$ cat config.mk
export PLATFORM = sky130hd
export DESIGN_NAME = display_decodificador
export DESIGN_NICKNAME = d
export VERILOG_FILES = /design/src/rtl/display_pkg.sv /design/src/rtl/segmentos_a_hex.sv /design/src/rtl/display_decodificador.sv
export SDC_FILE = /design/constraint.sdc
export NUM_CORES = 1
export LEC_CHECK = 0
export CAP_MARGIN = 0
export CORE_MARGIN = 4
export CORE_UTILIZATION = 58
export CTS_CLUSTER_DIAMETER = 40
export CTS_CLUSTER_SIZE = 16
export DETAILED_ROUTE_END_ITERATION = 8
export GPL_TIMING_DRIVEN = 0
export PLACE_DENSITY_LB_ADDON = 0.08
export SLEW_MARGIN = 20
export SYNTH_ARGS = -nofsm -noshare
export SYNTH_HDL_FRONTEND = slang
export SYNTH_SLANG_ARGS = --single-unit
$ cat constraint.sdc
create_clock -name clk -period 3.2 [get_ports clk]
set_input_delay 0.64 -clock clk [delete_from_list [all_inputs] [get_ports clk]]
set_output_delay 0.64 -clock clk [all_outputs]
set_load 0.02 [all_outputs]
$ cat src/rtl/display_pkg.sv
// Shared constants for the seven-segment readback monitor: active-low segment
// codes (bit6=a ... bit0=g) and the capture FSM state type.
package display_pkg;

    localparam logic [6:0] SEG_0     = 7'b0000001;
    localparam logic [6:0] SEG_1     = 7'b1001111;
    localparam logic [6:0] SEG_2     = 7'b0010010;
    localparam logic [6:0] SEG_3     = 7'b0000110;
    localparam logic [6:0] SEG_4     = 7'b1001100;
    localparam logic [6:0] SEG_5     = 7'b0100100;
    localparam logic [6:0] SEG_6     = 7'b0100000;
    localparam logic [6:0] SEG_7     = 7'b0001111;
    localparam logic [6:0] SEG_8     = 7'b0000000;
    localparam logic [6:0] SEG_9     = 7'b0000100;
    localparam logic [6:0] SEG_A     = 7'b0001000;
    localparam logic [6:0] SEG_B     = 7'b1100000;
    localparam logic [6:0] SEG_C     = 7'b0110001;
    localparam logic [6:0] SEG_D     = 7'b1000010;
    localparam logic [6:0] SEG_E     = 7'b0110000;
    localparam logic [6:0] SEG_F     = 7'b0111000;
    localparam logic [6:0] SEG_BLANK = 7'b1111111;

    typedef enum logic [1:0] {
        S_ESPERA,
        S_CAPTURA,
        S_RETENIDO
    } estado_t;

endpackage

$ cat src/rtl/segmentos_a_hex.sv
// Combinational cathode decoder: maps an active-low 7-segment pattern back to
// its hex value. coincide=1 for any of the 16 hex glyphs, blanco=1 for all-off.
module segmentos_a_hex
    import display_pkg::*;
(
    input  logic [6:0] catodos,
    output logic [3:0] valor,
    output logic       coincide,
    output logic       blanco
);

    // Reverse lookup of the hex glyph table
    always_comb begin
        valor    = '0;
        coincide = 1'b1;
        blanco   = 1'b0;
        case (catodos)
            SEG_0:     valor = 4'h0;
            SEG_1:     valor = 4'h1;
            SEG_2:     valor = 4'h2;
            SEG_3:     valor = 4'h3;
            SEG_4:     valor = 4'h4;
            SEG_5:     valor = 4'h5;
            SEG_6:     valor = 4'h6;
            SEG_7:     valor = 4'h7;
            SEG_8:     valor = 4'h8;
            SEG_9:     valor = 4'h9;
            SEG_A:     valor = 4'hA;
            SEG_B:     valor = 4'hB;
            SEG_C:     valor = 4'hC;
            SEG_D:     valor = 4'hD;
            SEG_E:     valor = 4'hE;
            SEG_F:     valor = 4'hF;
            SEG_BLANK: begin
                coincide = 1'b0;
                blanco   = 1'b1;
            end
            default:   coincide = 1'b0;
        endcase
    end

endmodule

$ cat src/rtl/display_decodificador.sv
// Seven-segment display readback monitor. Samples the multiplexed active-low
// anode/cathode bus, waits for a pattern to be stable for STABLE_CYCLES
// consecutive samples, then captures it once into the per-digit register file.
// Build option: DISPLAY_SYNC_EN adds a 2-flop input synchronizer (latency
// STABLE_CYCLES+3); without it the bus is registered once (STABLE_CYCLES+2).
module display_decodificador
    import display_pkg::*;
#(
    parameter int unsigned N_DIGITS      = 4,
    parameter int unsigned STABLE_CYCLES = 4
) (
    input  logic                    clk,
    input  logic                    rst_n,
    input  logic [6:0]              catodos_i,
    input  logic [N_DIGITS-1:0]     an_i,
    output logic [4*N_DIGITS-1:0]   digito_o,
    output logic [N_DIGITS-1:0]     valido_o,
    output logic                    nuevo_o,
    output logic                    error_o
);

    localparam int unsigned W  = N_DIGITS + 7;
    localparam int unsigned CW = $clog2(STABLE_CYCLES + 1);
    localparam int unsigned IW = (N_DIGITS > 1) ? $clog2(N_DIGITS) : 1;
    localparam logic [CW-1:0] CNT_MAX = CW'(STABLE_CYCLES);

    logic [W-1:0]  muestra_d;
    logic [W-1:0]  muestra_q;
    logic          cambio;
    logic [CW-1:0] cnt;
    logic [CW-1:0] cnt_next;
    estado_t       estado;
    estado_t       estado_sig;

`ifdef DISPLAY_SYNC_EN
    logic [W-1:0] sync_meta;

    // First synchronizer stage
    always_ff @(posedge clk or negedge rst_n) begin
        if (!rst_n) sync_meta <= '0;
        else        sync_meta <= {an_i, catodos_i};
    end

    assign muestra_d = sync_meta;
`else
    assign muestra_d = {an_i, catodos_i};
`endif

    // Sample register holding the pattern under qualification
    always_ff @(posedge clk or negedge rst_n) begin
        if (!rst_n) muestra_q <= '0;
        else        muestra_q <= muestra_d;
    end

    // Stability is judged on the value about to enter muestra_q versus the one
    // it holds, so qualification overlaps the final input stage.
    assign cambio = (muestra_d != muestra_q);

    // Saturating stability counter, cleared on any sample change
    always_comb begin
        cnt_next = cnt;
        if (cambio)              cnt_next = '0;
        else if (cnt != CNT_MAX) cnt_next = cnt + 1'b1;
    end

    // Stability counter register
    always_ff @(posedge clk or negedge rst_n) begin
        if (!rst_n) cnt <= '0;
        else        cnt <= cnt_next;
    end

    // FSM state register
    always_ff @(posedge clk or negedge rst_n) begin
        if (!rst_n) estado <= S_ESPERA;
        else        estado <= estado_sig;
    end

    // FSM next state: qualify, capture once, hold until the bus changes
    always_comb begin
        estado_sig = estado;
        case (estado)
            S_ESPERA:   if (cnt_next == CNT_MAX) estado_sig = S_CAPTURA;
            S_CAPTURA:  estado_sig = cambio ? S_ESPERA : S_RETENIDO;
            S_RETENIDO: if (cambio) estado_sig = S_ESPERA;
            default:    estado_sig = S_ESPERA;
        endcase
    end

    logic [N_DIGITS-1:0] an_q;
    logic [6:0]          cat_q;
    logic [3:0]          valor;
    logic                coincide;
    logic                blanco;

    assign an_q  = muestra_q[W-1:7];
    assign cat_q = muestra_q[6:0];

    segmentos_a_hex u_segmentos_a_hex (
        .catodos  (cat_q),
        .valor    (valor),
        .coincide (coincide),
        .blanco   (blanco)
    );

    logic          alguno;
    logic          varios;
    logic [IW-1:0] idx;

    // Anode scan: any digit selected, more than one selected, and which one
    always_comb begin
        alguno = 1'b0;
        varios = 1'b0;
        idx    = '0;
        for (int unsigned k = 0; k < N_DIGITS; k++) begin
            if (!an_q[k]) begin
                if (alguno) varios = 1'b1;
                alguno = 1'b1;
                idx    = IW'(k);
            end
        end
    end

    logic en_captura;
    logic acepta_valor;
    logic acepta_blanco;
    logic rechaza;

    assign en_captura    = (estado == S_CAPTURA);
    assign acepta_valor  = en_captura && alguno && !varios && coincide;
    assign acepta_blanco = en_captura && alguno && !varios && blanco;
    assign rechaza       = en_captura && alguno && (varios || (!coincide && !blanco));

    // Digit register file and result pulses
    always_ff @(posedge clk or negedge rst_n) begin
        if (!rst_n) begin
            digito_o <= '0;
            valido_o <= '0;
            nuevo_o  <= 1'b0;
            error_o  <= 1'b0;
        end else begin
            nuevo_o <= acepta_valor || acepta_blanco;
            error_o <= rechaza;
            if (acepta_valor) begin
                digito_o[4*idx +: 4] <= valor;
                valido_o[idx]        <= 1'b1;
            end
            if (acepta_blanco) valido_o[idx] <= 1'b0;
        end
    end

endmodule

# Word level (Yosys, flattened, before mapping)
# Index checks and enable logic that the tools add are counted.
# totals
regBits	38
input_bits	13
output_inout_bits	22
word_cells	81
# op_classes
n_addsub	2
magnitude_cmp	2
n_eq_ne	23
shifts	2
mux	26
n_bitwise	3
reduce_logical	16
# op_table
cell	n
$pmux 4 s15	1
$eq 7x6->1 const B	5
$eq 7x7->1 const B	5
$neg 4->34	1
$shift 4x34->16 const A	1
$shiftx 4x34->16	1
$bwmux 16	1
$reduce_or 16->1	1
$eq 7x3->1 const B	2
$eq 7x4->1 const B	2
$mux 1	13
$ne 11x11->1	1
$mux 2	5
$mux 4	2
$eq 7x1->1 const B	1
$eq 7x5->1 const B	1
$logic_and 1x1->1	7
$logic_not 7->1	1
$mux 3	2
$pmux 2 s3	1
$and 4x4->4	1
$ne 2x2->1 const B	2
$not 4->4	1
$or 4x4->4	1
12 further kinds	15

# Longest topological paths before layout
# logic_depth
word_depth	12
ltp_mapped	8
ltp_nobuf	7

# Cells and area by module
# Synthesis repeated with hierarchy kept, for this count alone.
# unflattened
hier_cells	181
hier_area_um2	1978.1
# modules_own_cells
module	instances	cells_per_inst	area_each_um2
display_decodificador	1	127	1644.1
segmentos_a_hex	1	54	334.1

# Worst setup path after synthesis
# Ideal clock, no wire load.
# synth_path
kind	flip-flop to flip-flop
startpoint	register muestra_q[2]
endpoint	register error_o
arrival_ns	1.992
required_ns	3.074
setup_slack_ns	1.082
stages_incl_launch_ff	8
path_buffers	1
synth_period_minus_slack_ns	2.118
cell_sequence	dfrtp_1 -> buf_6 -> or4b_4 -> a21o_1 -> a221oi_4 -> nor4_2 -> a211oi_1 -> nor4_1
# synth_between
elab_chain_cells	7
# synth_lines
element	line	source
from (decl)	display_decodificador.sv:28	logic [W-1:0] muestra_q;
from (signal assigned)	display_decodificador.sv:52	else muestra_q <= muestra_d;
$eq 7x1->1, or another cell as far along	segmentos_a_hex.sv:17	case (catodos)
$reduce_or 16->1 (no line)	-	
$mux 1	segmentos_a_hex.sv:17	
$logic_not 1->1	display_decodificador.sv:131	assign rechaza = en_captura && alguno && (varios || (!coincide && !blanco));
$logic_and 1x1->1 (*)	display_decodificador.sv:131	
$logic_or 1x1->1 (*)	display_decodificador.sv:131	
$logic_and 1x1->1 (*)	display_decodificador.sv:131	
via rechaza	display_decodificador.sv:126	logic rechaza;
to (signal assigned)	display_decodificador.sv:142	error_o <= rechaza;
to (decl)	display_decodificador.sv:19	output logic error_o
# Mark *: on every way through the listed nets, which the timed path passes. The rest lies on a longest branch.
# A chain may end at the register's enable or synchronous reset.

# Worst setup path after layout
# layout_path
startpoint	register muestra_q[3]
endpoint	register error_o
# The elaborated chain is that of the path after synthesis.

==> results.tsv <==
metric	value	unit
ctsResizeCount	0	
fin_nets	282	
cp_max_fo	10	
yosysSeqAreaShare	0.431	
gp_congestion	0.860	
vias_per_cell	5.75	
yosys_most_used_dff	dfrtp_1	
postSynthAreaPerCell	10.2	um2
area.growth.synth_to_final	23.1	%
tritoncts	built	
multi_input_area	0.00117	mm2
drive_above_1_share	0.112	
endpoint_kind	flip-flop	
crit_type	reg2reg	
async_flop_share	1.00	
grt_pass1_vias	1655	
synth_enable_flop_cells	0	
grt_pass1_wl	7530	um
die_y	69.7	um
rrSetupSlack	0.79	ns
slew_headroom	0.545	
clk_pin_slew	0.07	ns
grt-ovfl-total	0	
hold_class	in2async	
dieArea	0.00486	mm2
postCtsSetupRepairBufs	0	
r2r_cells	7	
yosysWarningCount	0	
htree_levels	2	
cp_data_required_time	3.39	ns
cp.arrival	2.60	ns
worst_slew_pin_slew	0.678	ns
setup_viol	0	
grt_usage	0.191	
ant_nets	0	
io_pins	35	
root_buffer	clkbuf_8	
wirelength	4420	um
final_cell_mix	dfrtp_1, clkdlybuf4s50_1, nand2_1, xor2_1, o31ai_1	
diodes	0	
n_fill_cell	271	
io_buffer_count	34	
drv_slew	0	
yosys.area.top_type	dfrtp_1	
drtIter0Drc	105	
r2r-start	muestra_q[3]$_DFF_PN0_	
syn_inst	217	
rsz0062_at_grt	false	
syn_area	0.00221	mm2
slowest_stage	nor4_2	
dp_cells	300	
crit_path_start_kind	flip-flop	
max_cap_viol_count	0	
fin_skew	0.00531	ns
antenna_found_initial	0	
synth.top_cell.area_share	0.431	
slowest_delay	0.49	ns
finalHoldViolCount	0	
die_x	69.7	um
routedWlPerCell	14.3	um
max-vdd-ir-drop	0.305	mV
drc	0	
reg2reg_to	error_o$_DFF_PN0_	
synthTopCellsByArea	dfrtp_1, ha_1, xor2_1	
clk_latency	0.30	ns
dp_hpwl	3410	um
leakage	0.00112	uW
fin_crit	2.41	ns
fin_cells	308	
vias	1770	
final_common_cell	dfrtp_1	
drtPass1Iterations	4	
power_density	354	mW/mm2
rows	22	
core-area	0.00366	mm2
ys_types	47	
clock_path_buffers	2	
outcome	finished clean	
synth_fp_nets	240	
cts_made_buffers	5	
crit_path_cell_trace	buf_2 -> nor4b_1 -> o31ai_4 -> o311ai_4 -> nor4_2 -> nor3_1 -> nor4_1	
fmax	415	MHz
seqCellArea	951	um2
cts_hold_buf	0	
ys_ff_latch	38	
fin_crit_sh	0.753	
grt_max_degree	28	
clkSinkCount	38	
setup_tns	0	ns
start_util	0.603	
==> flip-flops by register name, indices dropped and copies added, names as in the netlist, named ones only <==
name,flops
valido_o,1
error_o,1
nuevo_o,1
muestra_q,11
estado,2
cnt,3
digito_o,16
==> per-stage QoR <==
stage	cell area, um2	hold WS (ns)	utilization	total power [uW]	worst slack (ns)
6_report	2720	0.230	0.742	962	0.792
5_1_grt	2720	0.236	0.742	1010	0.626
4_1_cts	2720	0.235	0.742	973	0.781
3_5_place_dp	2620	0.469	0.716	632	0.693
3_3_place_gp	2610	0.460	0.712	626	0.615
2_1_floorplan	2210	0.344	-	583	1.08
==> per-layer routing <==
metal  share of wire  track usage  vias to the layer above
li1                -            -                      886
met1            0.44        0.229                      839
met2            0.50        0.328                       38
met3           0.048       0.0478                        7
met4           0.016       0.0787                        0
met5               0            0                        -
==> critical path: cells and delay by family, from the launching register on <==
family	cells	cell delay, ns
compound gates	2	0.57
buf+inv	1	0.21
flops	1	0.43
simple gates	4	1.09
==> cell usage after synthesis, drive strengths merged, types with 2 or more instances <==
master   n
a21o     2
a21oi    4
a31oi   10
and3b    2
buf      9
clkbuf   2
dfrtp   38
ha      10
inv      8
nand2   29
nand2b   2
nand3    7
nand3b   2
nor2    11
nor2b    4
nor3     6
nor4     5
nor4b    2
nor4bb   2
o21ai    7
o22a     2
o311ai   5
o31ai   14
or3      3
xnor2    2
xor2    13
==> layout make-up <==
cell class	count	share of cell area
buffer	11	0.0216
clock buffer	6	0.0304
clock inverter	2	0.00460
inverter	8	0.0110
multi-input combinational	160	0.430
sequential	38	0.350
tap	48	0.0221
timing repair buffer	35	0.131
==> worst max path at each step <==
stage | startpoint | slack (ns) | to
3_3_place_gp | rst_n | 0.61 | cnt[1]$_DFF_PN0_
2_1_floorplan | muestra_q[2]$_DFF_PN0_ | 1.08 | error_o$_DFF_PN0_
3_5_place_dp | an_i[3] | 0.69 | estado[0]$_DFFE_PN0P_
6_report | muestra_q[3]$_DFF_PN0_ | 0.79 | error_o$_DFF_PN0_
5_1_grt | muestra_q[2]$_DFF_PN0_ | 0.63 | error_o$_DFF_PN0_
4_1_cts | muestra_q[3]$_DFF_PN0_ | 0.78 | error_o$_DFF_PN0_
==> report_power, final <==
group | total, uW | internal (uW) | switching (uW)
clock network | 340 | 173 | 167
registers | 494 | 487 | 7.05
logic | 128 | 51.0 | 77.2
==> cell families after synthesis <==
kind of cell / Yosys count / share of synthesized area
adders and majority gates: 10 / 0.0567
DFF: 38 / 0.431
buffers and inverters: 19 / 0.0403
AOI/OAI and AO/OA: 53 / 0.213
xor gates and xnor gates: 15 / 0.0595
and+or+nand+nor: 82 / 0.200
(Power assumes the default switching activity.)
==> patch 1: new RTL, same settings <==
The parameter `N_DIGITS` goes from 4 to 8.
--- a/src/rtl/display_decodificador.sv
+++ b/src/rtl/display_decodificador.sv
@@ -6,7 +6,7 @@
 module display_decodificador
     import display_pkg::*;
 #(
-    parameter int unsigned N_DIGITS      = 4,
+    parameter int unsigned N_DIGITS      = 8,
     parameter int unsigned STABLE_CYCLES = 4
 ) (
     input  logic                    clk,
Interface: changed (resized an_i, digito_o and valido_o); port bits go from 35 to 59. No check against the original RTL was run, so the function may have changed too.
==> patch 1 against the original RTL <==
- clock skew about the same
- sequential share of layout area rose by 2.6 points
- combinational power rose by 18%
- worst setup slack lost 0.58 ns
- global-route usage rose by 5.2 points
- routed wire length rose by 66%
- final cell count grew 41%
- area after synthesis up 45%
- power is 81% higher
- sequential cell count grew 24
- cell area rose by 52%
==> patch 1: results (changes against the original RTL) <==
** STA
- Actual slew at the worst max-slew pin :: 0.686 ns (+0.00814 ns)
- The worst clock skew on the final layout came to 0.00507 ns (-0.000234 ns).

** Cells and area
- Fin nets :: 381 (+35%)
- The count of non-filler cells in the finished layout is 435 (+41%).
- Inserted Diodes :: 0 (unchanged)
- The fraction of layout cells with a size suffix above 1 was 0.186 (+0.0748).
- The largest registers in the layout are digito_o x32, muestra_q x15, valido_o x8.

** CTS
- The level count of the clock H-tree came to 3 (+1).
- CTS placed an instance of clkbuf_8 at the clock tree root.
- The clock buffer count from CTS was 9 (+4).
- Largest buffer count on any clock path :: 2 (unchanged)
- The worst-skew pair later-pin latency is 0.33 ns (+0.03 ns).
- Clock transition at path regs :: 0.07 ns (about the same)

** Synth
- Post-synth cell types :: 56 (+19%)
- Number of warning messages in the yosys log :: 0 (unchanged)
- FFs w/ async S/R, synth :: 1.00 (unchanged)
- The synthesized net count is 310 (+29%).
- Most used standard cells in the synthesized netlist :: dfrtp_1, nor2_1, mux2_2, nand2_1, xor2_1
- The share of the yosys chip area belonging to registers is 0.486 (+0.0554).
- Most instantiated flip-flop cell in the synthesis netlist :: dfrtp_1
- Largest cells by area after synthesis :: dfrtp_1, mux2_2, xor2_1
- The gate count of the mapped netlist is 289 (+33%).

** Drt
- The detail-routed via count per cell is 5.76 (+0.29%).
- Initial detailed-routing violation count :: 86 (-18%)
- Routed wire length per instance :: 16.9 µm (+18%)
- Initial DRT Pass Iterations :: 4 (unchanged)

** Global route
- The overall routing resource usage came to 0.243 (+0.0519).
- The number of antenna violations at the first check in global routing was 0 (unchanged).
- The largest net degree at the start of global routing came to 61 (+120%).
- The number of global-route vias before repair is 2525 (+53%).
- First-pass GRT wire length :: 12200 µm (+62%)

** Status
- The flow ran to the end, and the final reports show no timing, DRC or antenna violations.

** Placed design
- Cell count after placement :: 418 (+39%)
- The global placement routability congestion is 0.835 (-2.9%).
- Number of buffers added on ports :: 58 (+71%)
- The half-perimeter wire length of the detailed placement result was 5190 µm (+52%).

** Setup path
- Worst-path maximum fanout :: 8 (-2)
- The worst path arrival time is 3.21 ns (+0.61 ns).

** Hold path
- The tightest min-delay check is of the in -> async type.

** Power
- Power consumed by combinational cells :: 151 µW (+18%)
- Net switching power of the design :: 423 µW (+68%)
- Maximum VDD drop :: 0.459 mV (+50%)
- The static leakage is 0.00182 µW (+62%).
- The proportion of power drawn by flip-flops and latches is 0.461 (-0.053).
-- patch 1: cell count changes in the layout (fill, tap and decap cells not counted), moves of 6 or more --
cell,before,now
o31ai_1,13,0
ha_1,10,4
nand2_1,29,17
clkdlybuf4s50_1,33,57
mux2_2,0,18
mux2i_1,0,7
nor2_1,11,20
dfrtp_1,38,61
a2bb2oi_1,1,7
a31oi_1,10,3
-- patch 1: worst paths after layout --
kind	end	slack, ns	cells past startpoint	startpoint
max	digito_o[16]	0.21	11	muestra_q[11]
min	cnt[0]	0.09	1	rst_n
max reg2reg	digito_o[16]	0.21	11	muestra_q[11]
min reg2reg	digito_o[17]	0.50	1	digito_o[17]
max in group asynchronous	valido_o[1]	2.64	2	rst_n
min in group clk	digito_o[17]	0.50	1	digito_o[17]
-- patch 1: cells by family (layout without fill, tap and decap cells) --
group | count (synthesis) | in the layout | synth area share
buffers and inverters | 29 | 105 | 0.0467
AO/OA/AOI/OAI | 47 | 47 | 0.118
XOR/XNOR | 16 | 16 | 0.0439
AND/OR/NAND/NOR | 99 | 99 | 0.175
adder cells (fa/ha/maj) | 5 | 5 | 0.0188
flip-flops | 62 | 62 | 0.486
multiplexers | 31 | 31 | 0.111
-- patch 1: what timing repair did --
item                                    in CTS  in global routing
gates resized for setup                      2                  2
endpoints found under the setup margin       4                 10
buffers inserted                             0                  2
-- patch 1: worst max-delay path, stage by stage, from the launching register on --
cell	delay (ns)
dfrtp_1	0.32
clkbuf_2	0.18
nand2b_1	0.17
o211ai_1	0.12
nand2_2	0.16
inv_1	0.13
ha_1	0.21
ha_1	0.23
or3_1	0.44
or4_1	0.41
clkbuf_1	0.18
mux2_1	0.33
-- patch 1: layer usage --
| layer | up-vias | wire [µm] | track usage |
|---|---|---|---|
| met5 | - | 0 | 0 |
| met1 | 1245 | 3300 | 0.331 |
| met3 | 9 | 302 | 0.0521 |
| met4 | 0 | 77 | 0.0731 |
| li1 | 1181 | - | - |
| met2 | 72 | 3650 | 0.393 |
-- patch 1: area by class of cell --
class | instances | area, µm²
repair buffers | 61 | 621
well taps | 70 | 87.6
fillers | 330 | 1070
clock buffers | 10 | 138
clock inverters | 6 | 92.6
inverters | 12 | 45.0
multi-input cells | 198 | 1500
flip-flops and latches | 62 | 1550
plain buffers | 16 | 101
-- patch 1: through the flow --
stage | setup TNS (ns) | setup slack, ns | cell area, µm² | power, µW
floorplan | 0 | 0.349 | 3190 | 900
detailed placement | 0 | 0.0154 | 3880 | 965
global route | 0 | 0.0160 | 4140 | 1820
CTS | 0 | 0.113 | 4120 | 1750
global placement | -25.13 | -0.409 | 3860 | 958
finish | 0 | 0.211 | 4140 | 1740
==> patch 2: new RTL, same settings <==
Made on the original files. Encoding of `estado_t`: now one-hot (3 bits for 3 values).
--- a/src/rtl/display_pkg.sv
+++ b/src/rtl/display_pkg.sv
@@ -20,10 +20,10 @@
     localparam logic [6:0] SEG_F     = 7'b0111000;
     localparam logic [6:0] SEG_BLANK = 7'b1111111;
 
-    typedef enum logic [1:0] {
-        S_ESPERA,
-        S_CAPTURA,
-        S_RETENIDO
+    typedef enum logic [2:0] {
+        S_ESPERA   = 3'b001,
+        S_CAPTURA  = 3'b010,
+        S_RETENIDO = 3'b100
     } estado_t;
 
 endpackage
Check against the original RTL: same outputs for any inputs over 10 cycles, from zero or initial values and one cycle with rst_n low; not proved beyond that.
==> patch 2 against the original RTL <==
- combinational power decreased by 23%
- hold slack improved by 0.018 ns
- routed wire length increased by 0.72%
- via count decreased by 9.5%
- area after synthesis decreased by 5.3%
- power decreased by 7.8%
- critical path depth increased by 1
- cell area decreased by 5.1%
- sequential cell count increased by 1
- worst setup slack got worse by 0.24 ns
- final cell count decreased by 9.1%
- fmax decreased by 9.0%
- die area decreased by 4.7%
- critical path type unchanged
==> patch 2: results (changes against the original RTL) <==
** STA
- Worst Skew :: 0.00771 ns (+0.00240 ns)
- The relative slew slack was 0.670 (+0.125).

** Setup path
- Worst-path maximum fanout :: 10 (unchanged)
- Type of element capturing the critical path :: flop
- Critical path data arrival time :: 2.87 ns (+0.27 ns)
- Stage delay of the slowest cell on the critical path :: 0.45 ns (-0.04 ns)
- Crit path max-delay cell type :: dfrtp_1
- Critical path's top delay family :: compound AO/OA/AOI/OAI gates
- STA classifies the critical path startpoint as a flop.

** Synth
- Largest cells by area after synthesis :: dfrtp_1, mux2_2, xor2_1
- The synthesized area per cell was 10.9 µm² (+7.6%).
- Most instantiated flip-flop cell in the synthesis netlist :: dfrtp_1
- Portion of the post-synthesis area used by sequential elements :: 0.467 (+0.0365)
- Post-synth cell types :: 48 (+2.1%)
- Most used standard cells in the synthesized netlist :: dfrtp_1, nor2_1, xor2_1
- The synthesized net count was 206 (-14%).

** Drt
- Average vias per placed instance :: 5.72 (-0.50%)
- Initial detailed-routing violation count :: 56 (-47%)
- Post-Route WL :: 4450 µm (+0.72%)
- Routed wire length per instance :: 15.9 µm (+11%)

** Power
- The share of total power consumed by net switching was 0.243 (-0.0185).
- Leak :: 0.00112 µW (about the same)
- The worst IR drop on VDD is 0.259 mV (-15%).

** Placed design
- The half-perimeter wire length of the detailed placement result came to 3380 µm (-0.86%).
- Cell count after placement :: 272 (-9.3%)
- Number of buffers added on ports :: 34 (unchanged)
- The minimum setup slack after placement came to 0.610 ns (-0.0830 ns).
- The instance area at placement came to 2510 µm² (-4.2%).
- The global placement routability congestion came to 0.834 (-3.0%).

** Global route
- First-pass GRT wire length :: 7740 µm (+2.8%)
- The overall routing resource usage came to 0.225 (+0.0337).
- The number of global-route vias before repair is 1644 (-0.66%).
- Maximum number of pins on one net before global-route repair :: 21 (-25%)
- The number of antenna violations at the first check in global routing was 0 (unchanged).

** CTS
- Clock latency on the worst-skew pair :: 0.34 ns (+0.04 ns)
- The clock slew seen by the registers of the worst setup and hold paths came to 0.11 ns (+0.04 ns).
- CTS Buf Count :: 5 (unchanged)
- The setup fix buffers added after clock tree synthesis is 0 (unchanged).
- The level count of the clock H-tree was 2 (unchanged).
- The maximum buffer depth of the clock tree came to 2 (unchanged).
- The cell sitting at the root of the clock tree is a clkbuf_4.

** Cells and area
- Top flop regs :: digito_o x16, muestra_q x11, valido_o x4
- Share of cells above drive strength 1 :: 0.197 (+0.0850)
- The final layout net count came to 248 (-12%).

** Status
- The run finished with clean final reports.
[patch 2: cell count changes in the layout (fill, tap and decap cells not counted), moves of 5 or more]
cell / unedited run / this run
clkbuf_4: 0 / 5
o31ai_1: 13 / 2
buf_2: 9 / 4
a31oi_1: 10 / 1
a21oi_1: 4 / 10
ha_1: 10 / 2
mux2_2: 0 / 10
nand2_1: 29 / 11
[patch 2: layout make-up]
class	count	area [µm²]
plain buffers	14	83.8
clock buffers	8	68.8
fillers	243	836
inverters	8	30.0
multi-input cells	130	1000
flip-flops and latches	39	977
well taps	46	57.6
repair buffers	35	363
[patch 2: worst paths after layout]
check	to	slack, ns	cells past startpoint
min	muestra_q[6]	0.25	1
max reg2reg	digito_o[5]	0.55	8
min reg2reg	digito_o[0]	0.52	1
max in group asynchronous	estado[0]	2.41	2
max	digito_o[5]	0.55	8
min in group clk	digito_o[0]	0.52	1
[patch 2: layer usage]
layer,part of all wire,wire [µm],track usage,vias up
met4,0.013,58,0.0596,0
met2,0.49,2160,0.378,51
met3,0.068,304,0.0788,9
met1,0.43,1920,0.275,772
li1,-,-,-,769
met5,0,0,0,-
[patch 2: power by group through the flow]
stage	Clock [µW]	Sequential (µW)	Combinational, µW
2_1_floorplan	0	515	55.9
3_3_place_gp	0	517	93.0
3_5_place_dp	0	517	98.9
4_1_cts	291	508	99.6
5_1_grt	310	509	110
6_report	280	508	98.9
[patch 2: cell families after synthesis]
| group | Yosys count | share of synthesized area |
|---|---|---|
| buffers and inverters | 22 | 0.0544 |
| adder cells (fa/ha/maj) | 2 | 0.0120 |
| AND/OR/NAND/NOR | 70 | 0.202 |
| multiplexers | 18 | 0.102 |
| XOR/XNOR | 14 | 0.0586 |
| flip-flops | 39 | 0.467 |
| AO/OA/AOI/OAI | 26 | 0.104 |
